**src/rtl/note_pkg.sv**
```systemverilog
// note_pkg: game state encoding and default parameter values shared by the
// note_lane_engine top and its note_lane rows.
package note_pkg;

   typedef enum logic [1:0] {
      IDLE = 2'd0,
      PLAY = 2'd1,
      OVER = 2'd2
   } state_t;

   localparam int LANES_DEF      = 5;
   localparam int DEPTH_DEF      = 12;
   localparam int LIVES_INIT_DEF = 5;
   localparam int MULT_MAX_DEF   = 4;
   localparam int SCORE_W_DEF    = 10;

endpackage

```
**src/rtl/note_lane.sv**
```systemverilog
// note_lane: one DEPTH-row falling-note lane. Row 0 is the spawn row and
// row DEPTH-1 is the hit row. A hit clears the bottom row before any shift
// in the same cycle, so a hit note never shows up as a falloff.
module note_lane #(
   parameter int DEPTH = 12
) (
   input  logic             clk,
   input  logic             reset,
   input  logic             clear,
   input  logic             tick,
   input  logic             spawn,
   input  logic             hit_clr,
   output logic [DEPTH-1:0] bits,
   output logic             falloff
);

   logic [DEPTH-1:0] bits_q;
   logic [DEPTH-1:0] kept;

   // Lane contents after removing a note that was hit this cycle.
   always_comb begin
      kept = bits_q;
      if (hit_clr) begin
         kept[DEPTH-1] = 1'b0;
      end
   end

   // Row storage: cleared on game start, shifted toward the hit row on tick.
   always_ff @(posedge clk or posedge reset) begin
      if (reset) begin
         bits_q <= '0;
      end else if (clear) begin
         bits_q <= '0;
      end else if (tick) begin
         bits_q <= {kept[DEPTH-2:0], spawn};
      end else begin
         bits_q <= kept;
      end
   end

   assign falloff = tick & kept[DEPTH-1];
   assign bits    = bits_q;

endmodule

```
**src/rtl/note_lane_engine.sv**
```systemverilog
// note_lane_engine: rhythm-game core. LANES falling-note lanes, key
// judgement on the bottom row, saturating score with a hit multiplier,
// and a lives counter driving an IDLE/PLAY/OVER game FSM.
// Build option: define NOTE_LANE_ENGINE_FALLOFF_MISS_EN to make a note that
// falls off the bottom row unhit cost a life; otherwise it is dropped silently.
module note_lane_engine
   import note_pkg::*;
#(
   parameter int LANES      = LANES_DEF,
   parameter int DEPTH      = DEPTH_DEF,
   parameter int LIVES_INIT = LIVES_INIT_DEF,
   parameter int MULT_MAX   = MULT_MAX_DEF,
   parameter int SCORE_W    = SCORE_W_DEF
) (
   input  logic                     clk,
   input  logic                     reset,
   input  logic                     start,
   input  logic                     tick,
   input  logic                     spawn_valid,
   input  logic [$clog2(LANES)-1:0] spawn_lane,
   input  logic [LANES-1:0]         key_press,
   output logic [LANES*DEPTH-1:0]   lane_bits,
   output logic [SCORE_W-1:0]       score,
   output logic [3:0]               lives,
   output logic [2:0]               mult,
   output logic                     hit_pulse,
   output logic                     miss_pulse,
   output logic                     game_over
);

   localparam int SLW   = $clog2(LANES);
   localparam int SUM_W = SCORE_W + 7;

`ifdef NOTE_LANE_ENGINE_FALLOFF_MISS_EN
   localparam bit FALLOFF_MISS = 1'b1;
`else
   localparam bit FALLOFF_MISS = 1'b0;
`endif

   state_t               state_q;
   state_t               state_n;
   logic                 play;
   logic                 start_clear;
   logic                 lane_tick;
   logic [LANES-1:0]     hit;
   logic [LANES-1:0]     wrong;
   logic [LANES-1:0]     falloff;
   logic [LANES-1:0]     lane_spawn;
   logic [3:0]           hit_cnt;
   logic                 miss_evt;
   logic [SUM_W-1:0]     sum;
   logic [SCORE_W-1:0]   score_q;
   logic [SCORE_W-1:0]   score_n;
   logic [3:0]           lives_q;
   logic [2:0]           mult_q;
   logic [2:0]           mult_n;
   logic                 hit_pulse_q;
   logic                 miss_pulse_q;

   assign play      = (state_q == PLAY);
   assign lane_tick = play & tick;

   for (genvar l = 0; l < LANES; l++) begin : g_lane
      localparam logic [SLW-1:0] LANE_ID = SLW'(l);
      logic [DEPTH-1:0] row_bits;

      assign hit[l]        = play & key_press[l] &  row_bits[DEPTH-1];
      assign wrong[l]      = play & key_press[l] & ~row_bits[DEPTH-1];
      assign lane_spawn[l] = lane_tick & spawn_valid & (spawn_lane == LANE_ID);

      note_lane #(
         .DEPTH (DEPTH)
      ) u_lane (
         .clk     (clk),
         .reset   (reset),
         .clear   (start_clear),
         .tick    (lane_tick),
         .spawn   (lane_spawn[l]),
         .hit_clr (hit[l]),
         .bits    (row_bits),
         .falloff (falloff[l])
      );

      assign lane_bits[l*DEPTH +: DEPTH] = row_bits;
   end

   // Judgement: count hits, detect a miss event, compute next score and multiplier.
   // The score add uses the multiplier in effect before this cycle's update.
   always_comb begin
      hit_cnt = '0;
      for (int unsigned i = 0; i < LANES; i++) begin
         hit_cnt = hit_cnt + 4'(hit[i]);
      end
      miss_evt = (|wrong) | (FALLOFF_MISS & (|falloff));
      sum      = SUM_W'(score_q) + SUM_W'(hit_cnt) * SUM_W'(mult_q);
      score_n  = (|sum[SUM_W-1:SCORE_W]) ? '1 : sum[SCORE_W-1:0];
      mult_n   = mult_q;
      if (miss_evt) begin
         mult_n = 3'd1;
      end else if (hit_cnt != '0) begin
         mult_n = (mult_q >= 3'(MULT_MAX)) ? 3'(MULT_MAX) : mult_q + 3'd1;
      end
   end

   // Next-state logic: start enters PLAY from IDLE or OVER; losing the last life ends the game.
   always_comb begin
      state_n     = state_q;
      start_clear = 1'b0;
      case (state_q)
         IDLE, OVER: begin
            if (start) begin
               state_n     = PLAY;
               start_clear = 1'b1;
            end
         end
         PLAY: begin
            if (miss_evt && lives_q <= 4'd1) begin
               state_n = OVER;
            end
         end
         default: state_n = IDLE;
      endcase
   end

   // Game state register.
   always_ff @(posedge clk or posedge reset) begin
      if (reset) begin
         state_q <= IDLE;
      end else begin
         state_q <= state_n;
      end
   end

   // Score, lives, multiplier and judgement strobes; all frozen outside PLAY.
   always_ff @(posedge clk or posedge reset) begin
      if (reset) begin
         score_q      <= '0;
         lives_q      <= 4'(LIVES_INIT);
         mult_q       <= 3'd1;
         hit_pulse_q  <= 1'b0;
         miss_pulse_q <= 1'b0;
      end else begin
         hit_pulse_q  <= 1'b0;
         miss_pulse_q <= 1'b0;
         if (start_clear) begin
            score_q <= '0;
            lives_q <= 4'(LIVES_INIT);
            mult_q  <= 3'd1;
         end else if (play) begin
            score_q      <= score_n;
            mult_q       <= mult_n;
            hit_pulse_q  <= (hit_cnt != '0);
            miss_pulse_q <= miss_evt;
            if (miss_evt) begin
               lives_q <= lives_q - 4'd1;
            end
         end
      end
   end

   assign score      = score_q;
   assign lives      = lives_q;
   assign mult       = mult_q;
   assign hit_pulse  = hit_pulse_q;
   assign miss_pulse = miss_pulse_q;
   assign game_over  = (state_q == OVER);

endmodule
```
**config.mk**
```make
export PLATFORM = sky130hd
export DESIGN_NAME = note_lane_engine
export DESIGN_NICKNAME = d
export VERILOG_FILES = /design/src/rtl/note_pkg.sv /design/src/rtl/note_lane.sv /design/src/rtl/note_lane_engine.sv
export SDC_FILE = /design/constraint.sdc
export NUM_CORES = 1
export LEC_CHECK = 0
export ABC_AREA = 1
export BUFFER_PORTS_ARGS = -buffer_cell sky130_fd_sc_hd__buf_2
export CAP_MARGIN = 20
export CORE_AREA = 2 2 84 94
export CTS_BUF_LIST = sky130_fd_sc_hd__clkbuf_4 sky130_fd_sc_hd__clkbuf_8
export CTS_CLUSTER_SIZE = 12
export DETAILED_ROUTE_END_ITERATION = 12
export DIE_AREA = 0 0 86 96
export MAX_ROUTING_LAYER = met4
export PLACE_DENSITY = 0.93
export RECOVER_POWER = 100
export SLEW_MARGIN = 0
export SYNTH_ARGS = -nofsm -noshare
export SYNTH_HDL_FRONTEND = slang
export SYNTH_HIERARCHICAL = 1
export SYNTH_SLANG_ARGS = --single-unit
```
**constraint.sdc**
```tcl
create_clock -name clk -period 12.61 [get_ports clk]
set_clock_uncertainty 0.05 [all_clocks]
set_input_delay 1.261 -clock clk [delete_from_list [all_inputs] [get_ports clk]]
set_output_delay 1.261 -clock clk [all_outputs]
set_load 0.01 [all_outputs]
```
==> impl_metrics.py <==
metrics = {
    "clocking": {
        "cts_tree": "yes",
        "cts_root_buffer": "clkbuf_8",
        "cts_resized": 0,
        "cts_max_level": 3,
        "numCtsBuffers": 9,
        "insertion_delay_ns": 0.35,
        "clockBufferDepth": 2,
        "clkTransAtPathRegs_ns": 0.08,
        "clock-sinks": 81,
        "cts_hold_buf": 0,
        "cts_setup_buffers": 0,
    },
    "worst_setup_path": {
        "critPathKind": "in -> reg",
        "startpoint": "key_press[1]",
        "arrival_ns": 5.05,
        "path_max_fanout": 7,
        "critPathLaunchType": "input pin",
        "endpoint_kind": "flop",
        "r2r_setup_slack_ns": 7.92,
        "timing.rr.start": "state_q[0]",
        "cp_data_required_time_ns": 12.81,
    },
    "power": {
        "leakage_nw": 2.62,
        "power.density_nw_per_um2": 138,
        "power.total_uw": 651,
        "ir_drop_v": 0.0000954,
    },
    "floorplanning": {
        "start_util": 0.578,
        "coreArea_sq_um": 7310,
        "die_x_um": 86,
        "fp.dieH_um": 96,
        "num_rows": 33,
        "die_area_sq_um": 8260,
        "ios": 93,
    },
    "min_path": {
        "hold_start": "g_lane[0].u_lane/bits[10]",
        "hp-class": "reg -> reg",
    },
    "placed_design": {
        "place.port_buffers": 92,
        "hpwl_mm": 6.94,
        "place.gp.congestion": 0.939,
        "dp_cells": 686,
    },
    "finish": {
        "fin_nets": 644,
        "finalNonFillerCells": 702,
        "postLayoutCoreUtil": 0.647,
        "multiInputGateArea_sq_um": 1810,
        "syn_to_final_growth_pct": 12.0,
        "diodes": 0,
        "fillers": 644,
        "drive_above_1_share": 0.0585,
        "regArea_sq_um": 2030,
    },
    "sta": {
        "fmax_ghz": 0.206,
        "min_period_ns": 4.85,
        "rsz0062_at_grt": "no",
        "hold_ws_ns": 0.450,
        "relSlewSlack": 0.361,
        "hold_viol": 0,
        "drv_slew": 0,
        "fin_crit_sh": 0.385,
        "tightest_slew_ns": 0.955,
        "finalSetupViolCount": 0,
        "tns_ns": 0,
    },
    "global_route": {
        "grt_usage": 0.258,
        "grt_pass1_vias": 3638,
        "grt_pass1_wl_mm": 16.4,
        "grt_antenna_before_repair": 0,
        "grt_max_degree": 67,
        "grt_overflow": 0,
    },
    "routing": {
        "drt-met1-wl_mm": 4.04,
        "post_drt_wl_per_cell_um": 13.6,
        "routed_wl_mm": 9.58,
        "wl_met3_um": 657,
        "vias": 3789,
        "drc": 0,
        "top_layer": "met4",
        "dr.pass1.iters": 5,
        "drtIter0Drc": 272,
        "ant_nets": 0,
        "met2_length_mm": 4.67,
        "via_per_inst": 5.40,
    },
    "logic_synthesis": {
        "yosysWarnings": 6,
        "netlist_area_sq_um": 4230,
        "synthCells": 524,
        "syn_area_per_cell_sq_um": 8.07,
        "synth_nets": 558,
    },
    "run": {
        "drv_cap": 0,
    },
    "run_status": {
        "status": "completed",
    },
}
==> worst max-delay path, cell delays in order <==
cell	delay (ns)
clkbuf_1	0.10
nand3_1	0.14
nor2_1	0.09
fa_1	0.53
inv_1	0.05
fa_1	0.35
inv_1	0.07
ha_1	0.26
nand2_1	0.09
inv_1	0.04
ha_1	0.27
inv_1	0.05
fa_1	0.50
inv_1	0.04
ha_1	0.30
or2_2	0.29
nand3b_1	0.09
nand2_1	0.15
nand2_1	0.17
o21ai_0	0.10
nand2_1	0.06
nand2_1	0.04
==> cells in the final DEF, fill, tap and decap left out <==
| master | instances |
|---|---|
| o21ai_1 | 1 |
| a21oi_1 | 6 |
| nor2_4 | 2 |
| buf_2 | 11 |
| clkbuf_4 | 1 |
| clkbuf_8 | 9 |
| nor3_1 | 2 |
| nor4_1 | 3 |
| clkinvlp_4 | 4 |
| xor2_1 | 3 |
| ha_1 | 14 |
| nand2_1 | 181 |
| inv_6 | 1 |
| clkbuf_1 | 81 |
| inv_8 | 1 |
| inv_1 | 61 |
| dfstp_1 | 3 |
| o21ai_0 | 10 |
| inv_2 | 1 |
| o22ai_1 | 2 |
| nand4_1 | 10 |
| or2_2 | 5 |
| dfrtp_1 | 78 |
| nand3b_1 | 2 |
| nand3_1 | 81 |
| nor2_1 | 34 |
| fa_1 | 7 |
| buf_4 | 1 |
==> registers in the layout, summed over array words and instances (netlist names) <==
name / cells
score: 10
state_q: 2
lives: 4
miss_pulse: 1
hit_pulse: 1
g_lane.u_lane/bits: 60
mult: 3
==> final timing paths <==
path	to	cells after the start
worst max register to register	score[3]	20
worst min-delay path	g_lane[0].u_lane/bits[10]	2
worst min register to register	g_lane[0].u_lane/bits[10]	2
max in group asynchronous	score[5]	2
worst max-delay path	score[3]	22
min in group asynchronous	g_lane[1].u_lane/bits[0]	2
==> power by group <==
group / total, mW / internal (mW) / switching, mW / leakage, nW
Combinational: 0.185 / 0.0425 / 0.143 / 1.43
Clock: 0.176 / 0.0757 / 0.100 / 0.0805
Sequential: 0.290 / 0.275 / 0.0144 / 1.11
==> per-layer routing <==
| metal | up-vias | GRT usage |
|---|---|---|
| met5 | - | - |
| met4 | 0 | 0.107 |
| met3 | 21 | 0.0583 |
| met2 | 137 | 0.402 |
| met1 | 1803 | 0.328 |
| li1 | 1828 | - |
==> cell type report <==
type,instances,share of cell area
Sequential cell,81,0.429
Multi-Input combinational cell,363,0.383
Timing Repair Buffer,93,0.0775
Inverter,62,0.0492
Clock buffer,10,0.0278
Tap cell,87,0.0230
Clock inverter,6,0.0106
==> through the flow <==
| step | area [sq um] | setup slack, ns |
|---|---|---|
| 3_5_place_dp | 4670 | 7.41 |
| 6_report | 4730 | 7.76 |
| 3_3_place_gp | 4670 | 7.54 |
| 4_1_cts | 4850 | 7.77 |
| 5_1_grt | 4730 | 7.47 |
| 2_1_floorplan | 4230 | 7.77 |
Note: power is estimated with default switching activity, not from simulation.
